--- config.mk ---
export PLATFORM = sky130hd
export DESIGN_NAME = bram_req_port
export DESIGN_NICKNAME = d
export VERILOG_FILES = /design/src/rtl/bram_req_port.sv
export SDC_FILE = /design/constraint.sdc
export NUM_CORES = 1
export LEC_CHECK = 0
export BUFFER_PORTS_ARGS = -buffer_cell sky130_fd_sc_hd__buf_4
export CAP_MARGIN = 0
export CORE_UTILIZATION = 40
export DETAILED_ROUTE_END_ITERATION = 6
export GPL_TIMING_DRIVEN = 0
export PLACE_DENSITY = 0.7
export SYNTH_ARGS = -nofsm -noshare
export SYNTH_HDL_FRONTEND = slang
export SYNTH_SLANG_ARGS = --single-unit
--- constraint.sdc ---
create_clock -name clk -period 2.95 [get_ports clk]
set_input_delay 0.59 -clock clk [delete_from_list [all_inputs] [get_ports clk]]
set_output_delay 0.59 -clock clk [all_outputs]
set_load 0.03 [all_outputs]
--- src/rtl/bram_req_port.sv ---
// bram_req_port
//   Valid/ready load/store front-end for a single-port block RAM with a
//   registered, synchronously resettable read output (1-cycle read latency).
//   Load data returns in request order through a 2-entry response buffer.
//
// Ports
//   clk, rst_n                    clock (rising edge), async active-low reset
//   req_valid/req_ready           request handshake
//   req_we, req_addr, req_wdata   1 = store / 0 = load, word address, store data
//   resp_valid/resp_ready         response handshake
//   resp_rdata                    response data (buffer head)
//   ram_rst, ram_en, ram_we       RAM control strobes
//   ram_addr, ram_di              RAM address / write data (pass-through)
//   ram_dout                      RAM registered read data
//
// Optional build macro
//   BRAM_REQ_PORT_WRESP_EN  stores also return a response carrying the word's
//                           previous contents (read-first RAM), one response
//                           per request.
module bram_req_port #(
  parameter int DATA_WIDTH = 32,
  parameter int ADDR_WIDTH = 10
) (
  input  logic                  clk,
  input  logic                  rst_n,
  input  logic                  req_valid,
  output logic                  req_ready,
  input  logic                  req_we,
  input  logic [ADDR_WIDTH-1:0] req_addr,
  input  logic [DATA_WIDTH-1:0] req_wdata,
  output logic                  resp_valid,
  input  logic                  resp_ready,
  output logic [DATA_WIDTH-1:0] resp_rdata,
  output logic                  ram_rst,
  output logic                  ram_en,
  output logic                  ram_we,
  output logic [ADDR_WIDTH-1:0] ram_addr,
  output logic [DATA_WIDTH-1:0] ram_di,
  input  logic [DATA_WIDTH-1:0] ram_dout
);

  typedef enum logic {
    INIT = 1'b0,
    RUN  = 1'b1
  } state_t;

  state_t                state;
  state_t                state_nxt;
  logic                  run;

  logic                  fire;
  logic                  resp_fire;
  logic                  inflight;
  logic                  push;
  logic                  pop;
  logic [1:0]            count;
  logic [2:0]            occupancy;
  logic [DATA_WIDTH-1:0] buf0;
  logic [DATA_WIDTH-1:0] buf1;

  // ---------------------------------------------------------------
  // State register
  // ---------------------------------------------------------------
  always_ff @(posedge clk or negedge rst_n) begin
    if (!rst_n) begin
      state <= INIT;
    end else begin
      state <= state_nxt;
    end
  end

  // ---------------------------------------------------------------
  // Next state: INIT lasts exactly one edge with rst_n high, which
  // clears the RAM output register through ram_rst.
  // ---------------------------------------------------------------
  always_comb begin
    state_nxt = state;
    case (state)
      INIT:    state_nxt = RUN;
      RUN:     state_nxt = RUN;
      default: state_nxt = INIT;
    endcase
  end

  // ---------------------------------------------------------------
  // State outputs
  // ---------------------------------------------------------------
  always_comb begin
    ram_rst = 1'b1;
    run     = 1'b0;
    case (state)
      INIT: begin
        ram_rst = 1'b1;
        run     = 1'b0;
      end
      RUN: begin
        ram_rst = 1'b0;
        run     = 1'b1;
      end
      default: begin
        ram_rst = 1'b1;
        run     = 1'b0;
      end
    endcase
  end

  // ---------------------------------------------------------------
  // Credit and issue
  // ---------------------------------------------------------------
  assign resp_valid = (count != 2'd0);
  assign resp_rdata = buf0;
  assign pop        = resp_valid && resp_ready;
  assign push       = inflight;

  // Slots committed after this edge: buffered + in flight, less a
  // same-cycle pop. pop implies count >= 1, so this never underflows;
  // counting the pop keeps streaming loads at one per cycle while still
  // never letting a push land on a full buffer.
  assign occupancy = {1'b0, count} + {2'b00, inflight} - {2'b00, pop};

  always_comb begin
    req_ready = run && (occupancy < 3'd2);
    fire      = req_valid && req_ready;
    ram_en    = fire;
    ram_we    = fire && req_we;
    ram_addr  = req_addr;
    ram_di    = req_wdata;
`ifdef BRAM_REQ_PORT_WRESP_EN
    resp_fire = fire;
`else
    resp_fire = fire && !req_we;
`endif
  end

  // ---------------------------------------------------------------
  // In-flight flag and 2-entry response buffer (buf0 is the head)
  // ---------------------------------------------------------------
  always_ff @(posedge clk or negedge rst_n) begin
    if (!rst_n) begin
      inflight <= 1'b0;
      count    <= '0;
      buf0     <= '0;
      buf1     <= '0;
    end else begin
      inflight <= resp_fire;
      case ({push, pop})
        2'b10: begin
          if (count == 2'd0) begin
            buf0 <= ram_dout;
          end else begin
            buf1 <= ram_dout;
          end
          count <= count + 2'd1;
        end
        2'b01: begin
          // With one entry left the head keeps its value once empty.
          if (count == 2'd2) begin
            buf0 <= buf1;
          end
          count <= count - 2'd1;
        end
        2'b11: begin
          if (count == 2'd2) begin
            buf0 <= buf1;
            buf1 <= ram_dout;
          end else begin
            buf0 <= ram_dout;
          end
        end
        default: begin
        end
      endcase
    end
  end

endmodule
# Yosys cells after proc, flatten, opt, wreduce, memory -nomap -nowiden
# Cells that the tools add are included.
[totals] wordCells=42 out_inout_bits=79 reg_bits=68 in_bits=79
[op_classes] mux=10 bitwise_logic=1 n_reduce_logical=13 order_cmp=1 eq_ne=8 n_addsub=4
[op_table] op="$mux W32" n=5
[op_table] op="$pmux W32 S3" n=1
[op_table] op="$pmux W32 S2" n=1
[op_table] op="$ne A2 B2 Y1 const B" n=4
[op_table] op="$eq A2 B2 Y1 const B" n=3
[op_table] op="$reduce_and A3 Y1" n=2
[op_table] op="$reduce_bool A2 Y1" n=3
[op_table] op="$logic_and A1 B1 Y1" n=5
[op_table] op="$pmux W1 S2" n=2
[op_table] op="$pmux W2 S2" n=1
[op_table] op="$add A2 B1 Y3" n=1
[op_table] op="$lt A3 B2 Y1 const B" n=1
[op_table] op="$reduce_bool A3 Y1" n=1
[op_table] op="$sub A3 B1 Y3" n=1
[op_table] op="$add A2 B1 Y2 const B" n=1
[op_table] op="$eq A2 B1 Y1 const B" n=1
[op_table] op="$logic_not A2 Y1" n=1
[op_table] op="$sub A2 B1 Y2 const B" n=1
[op_table] op="$logic_not A1 Y1" n=1
[op_table] op="$not A1 Y1" n=1

# Depth between registers and ports, before layout
# Gate-level depths: netlist of the first run.
[depth] ltp_word=7 mapped_depth=9 depth_no_buf=9

# Least setup slack after synthesis of the first run
# OpenSTA, ideal clock, no wires.
[synth_timing] path_kind="flip-flop to output port" start="register count[1]" end="output port ram_we" path_slack_ns=0.142 stages_incl_launch_ff=9 required_ns=2.360 arrival_ns=2.218 n_path_buf=0 path_cell_list="dfrtp_1 nor2b_4 nand2_2 inv_2 o21ai_0 fa_1 xnor2_1 and3_1 and3_1"
[synth_via] elab_chain_cells=7 elab_cells_between_ends=8 cone_classes="add/sub (2); order compare (1); reduce/logical (5)"
[synth_rtl] element="from (decl)" line="56" source="logic [1:0] count;"
[synth_rtl] element="from (signal assigned)" line="153" source="count <= count + 2'd1;"
[synth_rtl] element="from (signal assigned)" line="160" source="count <= count - 2'd1;"
[synth_rtl] element="branches (longest 2 deep; another with $add A2 B1 Y3)"
[synth_rtl] element="$sub A3 B1 Y3 (*)" line="119" source="assign occupancy = {1'b0, count} + {2'b00, inflight} - {2'b00, pop};"
[synth_rtl] element="$lt A3 B2 Y1 (*)" line="122" source="req_ready = run && (occupancy < 3'd2);"
[synth_rtl] element="$logic_and A1 B1 Y1 (*)" line="122"
[synth_rtl] element="net req_ready" line="27" source="output logic req_ready,"
[synth_rtl] element="$logic_and A1 B1 Y1 (*)" line="123" source="fire = req_valid && req_ready;"
[synth_rtl] element="$logic_and A1 B1 Y1 (*)" line="125" source="ram_we = fire && req_we;"
[synth_rtl] element="to (decl)" line="36" source="output logic ram_we,"
# Mark *: on every way through the listed nets, which the timed path passes.

# Worst setup path after layout of the first run
[layout_timing] start="register count[0]" end="output port ram_we"
[layout_via] elab_chain_cells=7 elab_cells_between_ends=8 cone_classes="add/sub (2); order compare (1); reduce/logical (5)"
[layout_rtl] element="branches (longest 2 deep; another with $add A2 B1 Y3)"
[layout_rtl] element="$sub A3 B1 Y3 (*)" line="119"
[layout_rtl] element="$lt A3 B2 Y1 (*)" line="122"
[layout_rtl] element="$logic_and A1 B1 Y1 (*)" line="122"
[layout_rtl] element="$logic_and A1 B1 Y1 (*)" line="123"
[layout_rtl] element="$logic_and A1 B1 Y1 (*)" line="125"
# Every way passes the cells marked *.

==> impl_metrics.toml, run 1 <==
[route]
ant_nets = 0
drtIter0Drc = 44
route.detailed.drc = 0
drt-total-wl_um = 7320
avgRoutedWirePerCell_um = 14.1
drt-pass1-iter-count = 4
vias_per_cell = 4.68
num_vias = 2435

[synthesis]
synth-simple-area-share = 0.0567
syn_area_um2 = 3460
muxShareOfSynthArea = 0.229
synth_warnings = 0
synthAdderAreaFrac = 0.00578
seq_area_frac_synth = 0.492
synth.distinct_cells = 31
synthCells = 280
synth-compound-area-share = 0.0716
synth_seq_cells = 68
netlist.top_cell.by_area = "dfrtp_1"
synthFlopType = "dfrtp_1"
avgSynthCellArea_um2 = 12.4
syn_nets = 360
async_flop_share = 1.00
yosys.area.top_type_share = 0.492
synth_top_cells_by_area = "dfrtp_1 49%, mux2_4 13%, mux2i_1 9.3%"
synth_xor_area_frac = 0.00506
synth_edf_count = 0
synth_top_family_by_area = "multiplexers"

[setup_path]
reg2reg_depth = 9
r2r-end = "inflight$_DFF_PN0_"
arrival_ps = 2240
path_common_cell = "and3_1"
worst-path-buf-inv = 2
path_max_fanout = 4
r2r-start = "count[0]$_DFFE_PN0P_"
path_class = "reg -> out"
critPathCaptureType = "output pin"
critPathSlowestCell = "fa_2"
max_stage_delay_ps = 520
regToRegSetupSlack_ps = 1030
cp.required_ps = 2360
cp-start-kind = "flip-flop"
crit_chain = "nor2b_4 -> nand2_2 -> inv_2 -> o21ai_1 -> fa_2 -> and3_1 -> and3_1 -> buf_4"
crit_family = "simple AND/OR/NAND/NOR gates"

[pwr]
total_power_mw = 3.30
p_leak_nw = 2.63
ir_worst_vdd_uv = 329
power.density_nw_per_um2 = 703

[cells_and_area]
antenna_cells = 0
syn_to_final_growth_pct = 35.6
postLayoutCellArea_um2 = 4690
fillers = 728
utilization = 0.566
final_net_count = 490
layout-drive-gt1-share = 0.571
final_cells = 520

[placement]
placed_area_um2 = 4460
port_buffers = 115
preCtsSetupSlack_ps = 199
gp_congestion = 0.721
dp.cells = 500
place_hpwl_um = 5080

[global_route]
grt-ovfl-total = 0
grt_max_degree = 69
grt_usage = 0.169
grt_pass1_vias = 2405
antenna_found_initial = 0
grt_pass1_wl_um = 11400

[floorplanning]
die_w_um = 95.0
floorplan.initialDensity = 0.417
coreArea_um2 = 8300
core.rowCount = 33
die_area_um2 = 9030
die_y_um = 95.0
ios = 158

[sta]
relSlewSlack = 0.420
worst_slew_pin_slew_ps = 869
fin_worst_skew_ps = 6.57
holdWs_ps = 367
drv_slew = 0
max_freq_mhz = 353
fin_crit_sh = 0.960
setup_viol = 0
fin_crit_ps = 2830
finalWorstSetupSlack_ps = 118
hold_viol = 0
fin_setup_tns_ps = 0

[min_path]
min_path_type = "in -> async"

[clocking]
cts_tree = "built"
cts_made_buffers = 9
clock_sinks = 68
clock_path_buffers = 2
path_clk_slew_ps = 70
hold_buffers = 0
h-tree-depth = 3
cts_root_buffer = "clkbuf_8"
insertion_delay_ps = 340

[run]
drv_cap = 0

[run_status]
outcome = "finished, final reports clean"
-- registers in the layout, indices dropped and copies added (netlist names) --
register / flops
state: 1
buf1: 32
count: 2
resp_rdata: 32
inflight: 1
-- how the worst max path moves through the flow --
stage	startpoint	to	slack, ps	depth (start not counted)
floorplan	count[1]$_DFFE_PN0P_	ram_we	140	8
global placement	resp_ready	ram_we	230	8
detailed placement	resp_ready	ram_we	200	8
CTS	count[0]$_DFFE_PN0P_	ram_we	20	9
global route	count[0]$_DFFE_PN0P_	ram_we	-8	9
finish	count[0]$_DFFE_PN0P_	ram_we	120	8
-- final cells by class --
type / count / area (µm²) / area share
clock buffers: 12 / 155 / 0.0330
flip-flops and latches: 68 / 1700 / 0.363
inverters: 6 / 22.5 / 0.00480
plain buffers: 55 / 459 / 0.0978
multi-input cells: 151 / 1280 / 0.273
well taps: 105 / 131 / 0.0280
clock inverters: 4 / 47.5 / 0.0101
repair buffers: 119 / 893 / 0.190
-- cell families (layout without fill, tap and decap cells) --
| group | after synthesis | in the layout |
|---|---|---|
| buf+inv | 61 | 196 |
| other cells | 1 | 1 |
| simple gates | 43 | 43 |
| fa+ha+maj | 1 | 1 |
| flops | 68 | 68 |
| compound gates | 40 | 40 |
| mux | 64 | 64 |
| xor+xnor | 2 | 2 |
-- layout by cell type (no fill, tap or decap), types with 4 or more instances in the layout --
master    instances
dfrtp_1          66
mux2i_1          32
buf_6            11
inv_1             5
mux2_4           30
o21ai_1          28
nand2_1          32
clkbuf_8         11
buf_4           161
o21ai_2           4
-- layer usage --
layer	part of all wire	vias up	global-route usage
met5	0	-	0
met4	0.015	0	0.0808
met3	0.066	13	0.0463
met2	0.50	95	0.274
met1	0.42	1167	0.209
li1	-	1160	-
-- cells in the mapped netlist (4+ instances only) --
| library cell | n |
|---|---|
| dfrtp_1 | 68 |
| buf_4 | 42 |
| mux2i_1 | 32 |
| nand2_1 | 32 |
| mux2_4 | 30 |
| o21ai_1 | 27 |
| buf_6 | 11 |
| inv_1 | 5 |
| o21ai_2 | 4 |
-- where the power goes --
group          total (mW)  switching (mW)  internal (mW)
sequential           1.37           0.157           1.22
combinational        1.15           0.570          0.575
clock               0.782           0.348          0.434
total                3.30            1.08           2.22
-- repair_timing --
item,CTS,global route
resized for setup,2,2
cloned,0,0
pin swaps,0,1
setup endpoints to repair,3,2
buffers inserted,3,1
-- worst register-to-register path, stage by stage (launching register included) --
cell     delay [ps]
dfrtp_2         440
nor2b_4         160
nand2_2          80
inv_2           110
o21ai_1         100
fa_2            350
xnor2_1         120
and3_1          180
and2_1          160
nor2b_1         120
No activity file was read; power rests on OpenSTA's default activity.
==> inputs of run 2 (changes only) <==
- CORE_MARGIN: default -> 2
- CORE_UTILIZATION: 40 -> 47
- PLACE_DENSITY: 0.7 -> 0.8
==> impl_metrics.toml, run 2 (synthesis gave the netlist of run 1 again) <==
[run_status]
outcome = "finished, final reports clean"

[floorplanning]
coreArea_um2 = 7180
core.rowCount = 31
floorplan.initialDensity = 0.482
die_area_um2 = 8070
ios = 158
die_y_um = 89.8
die_w_um = 89.8

[route]
drt-total-wl_um = 7140
route.detailed.drc = 0
drt-pass1-iter-count = 4
vias_per_cell = 4.73
ant_nets = 0
avgRoutedWirePerCell_um = 13.9
num_vias = 2424
drtIter0Drc = 88

[setup_path]
path_class = "reg -> out"
cp.required_ps = 2360
arrival_ps = 2250
critPathCaptureType = "output pin"
cp-start-kind = "flip-flop"
path_max_fanout = 4

[sta]
drv_slew = 0
fin_setup_tns_ps = 0
holdWs_ps = 359
worst_slew_pin_slew_ps = 856
hold_viol = 0
fin_crit_ps = 2840
fin_worst_skew_ps = 6.13
fin_crit_sh = 0.962
max_freq_mhz = 352
setup_viol = 0
rsz0062_at_grt = "no"
relSlewSlack = 0.429

[cells_and_area]
layout-drive-gt1-share = 0.567
multi_input_area_um2 = 1280
postLayoutCellArea_um2 = 4740
final_cell_mix = "159 x buf_4, 66 x dfrtp_1, 32 x mux2i_1, 32 x nand2_1, 30 x mux2_4"
final_common_cell = "buf_4"
area.sequential_um2 = 1700
final_cells = 512
antenna_cells = 0
final_net_count = 488
fillers = 557
syn_to_final_growth_pct = 36.8

[pwr]
power.density_nw_per_um2 = 746
p_leak_nw = 2.65
total_power_mw = 3.53
ir_worst_vdd_uv = 425

[clocking]
cts_tree = "built"
h-tree-depth = 3
clock_path_buffers = 2
path_clk_slew_ps = 70
hold_buffers = 0
clock_sinks = 68
cts_made_buffers = 9
cts_root_buffer = "clkbuf_8"
insertion_delay_ps = 340

[global_route]
grt_pass1_vias = 2549
grt_max_degree = 69
grt_usage = 0.184
antenna_found_initial = 0
grt-ovfl-total = 0
grt_pass1_wl_um = 12000

[placement]
gp_congestion = 0.740
port_buffers = 115
placed_area_um2 = 4450
dp.cells = 494
place_hpwl_um = 5110

[run]
drv_cap = 0

[min_path]
min_path_type = "in -> async"
## run 2: cell types whose count changed in the layout (fill, tap and decap cells not counted), sizes merged
cell	previous run	this run
clkinvlp	1	0
buf	174	172
clkinv	2	0
bufinv	1	4
## run 2: through the flow
step | setup slack, ps | util
final | 111 | 0.660
after global routing | 10.2 | 0.660
after CTS | 12.5 | 0.659
after detailed placement | 176 | 0.620
after global placement | 223 | 0.620
after floorplan | 142 | -
## run 2: worst max-delay path, cell delays in order (launching register included)
cell,delay [ps]
dfrtp_2,430
nor2b_4,160
nand2_2,90
inv_4,90
o21ai_1,90
fa_2,530
and3_1,190
and3_1,170
buf_4,160
## run 2: repair_timing
item                       4_1_cts  5_1_grt
setup buffers                    2        0
setup endpoints to repair        3        2
gates resized for setup          2        3
## run 2: per-layer routing
metal | track usage | vias up | routed length [µm] | share of wire
met4 | 0.0526 | 0 | 64 | 0.0090
met1 | 0.211 | 1157 | 2910 | 0.41
met2 | 0.313 | 103 | 3540 | 0.50
li1 | - | 1155 | - | -
met3 | 0.0805 | 9 | 633 | 0.089
met5 | 0 | - | 0 | 0
## run 2: final timing paths
check	from	endpoint	slack, ps	depth (start not counted)
min reg2reg	resp_rdata[10]$_DFFE_PN0P_	resp_rdata[10]$_DFFE_PN0P_	490	2
max in group asynchronous	rst_n	count[0]$_DFFE_PN0P_	1990	1
max reg2reg	count[0]$_DFFE_PN0P_	inflight$_DFF_PN0_	1030	9
min	rst_n	resp_rdata[12]$_DFFE_PN0P_	360	1
min in group clk	req_we	inflight$_DFF_PN0_	400	2
max	count[0]$_DFFE_PN0P_	ram_we	110	8
## run 2: where the power goes
part           internal (mW)  total, mW  switching (mW)
Sequential              1.22       1.37           0.159
Clock                  0.672       1.02           0.347
Combinational          0.572       1.14           0.568
Total                   2.46       3.53            1.07
## run 2: final cells by class
type / instances / share of cell area
buffer: 55 / 0.0969
clock buffer: 12 / 0.0306
clock inverter: 4 / 0.0254
inverter: 6 / 0.00528
multi-input combinational: 151 / 0.270
sequential: 68 / 0.360
tap: 99 / 0.0261
timing repair buffer: 117 / 0.185
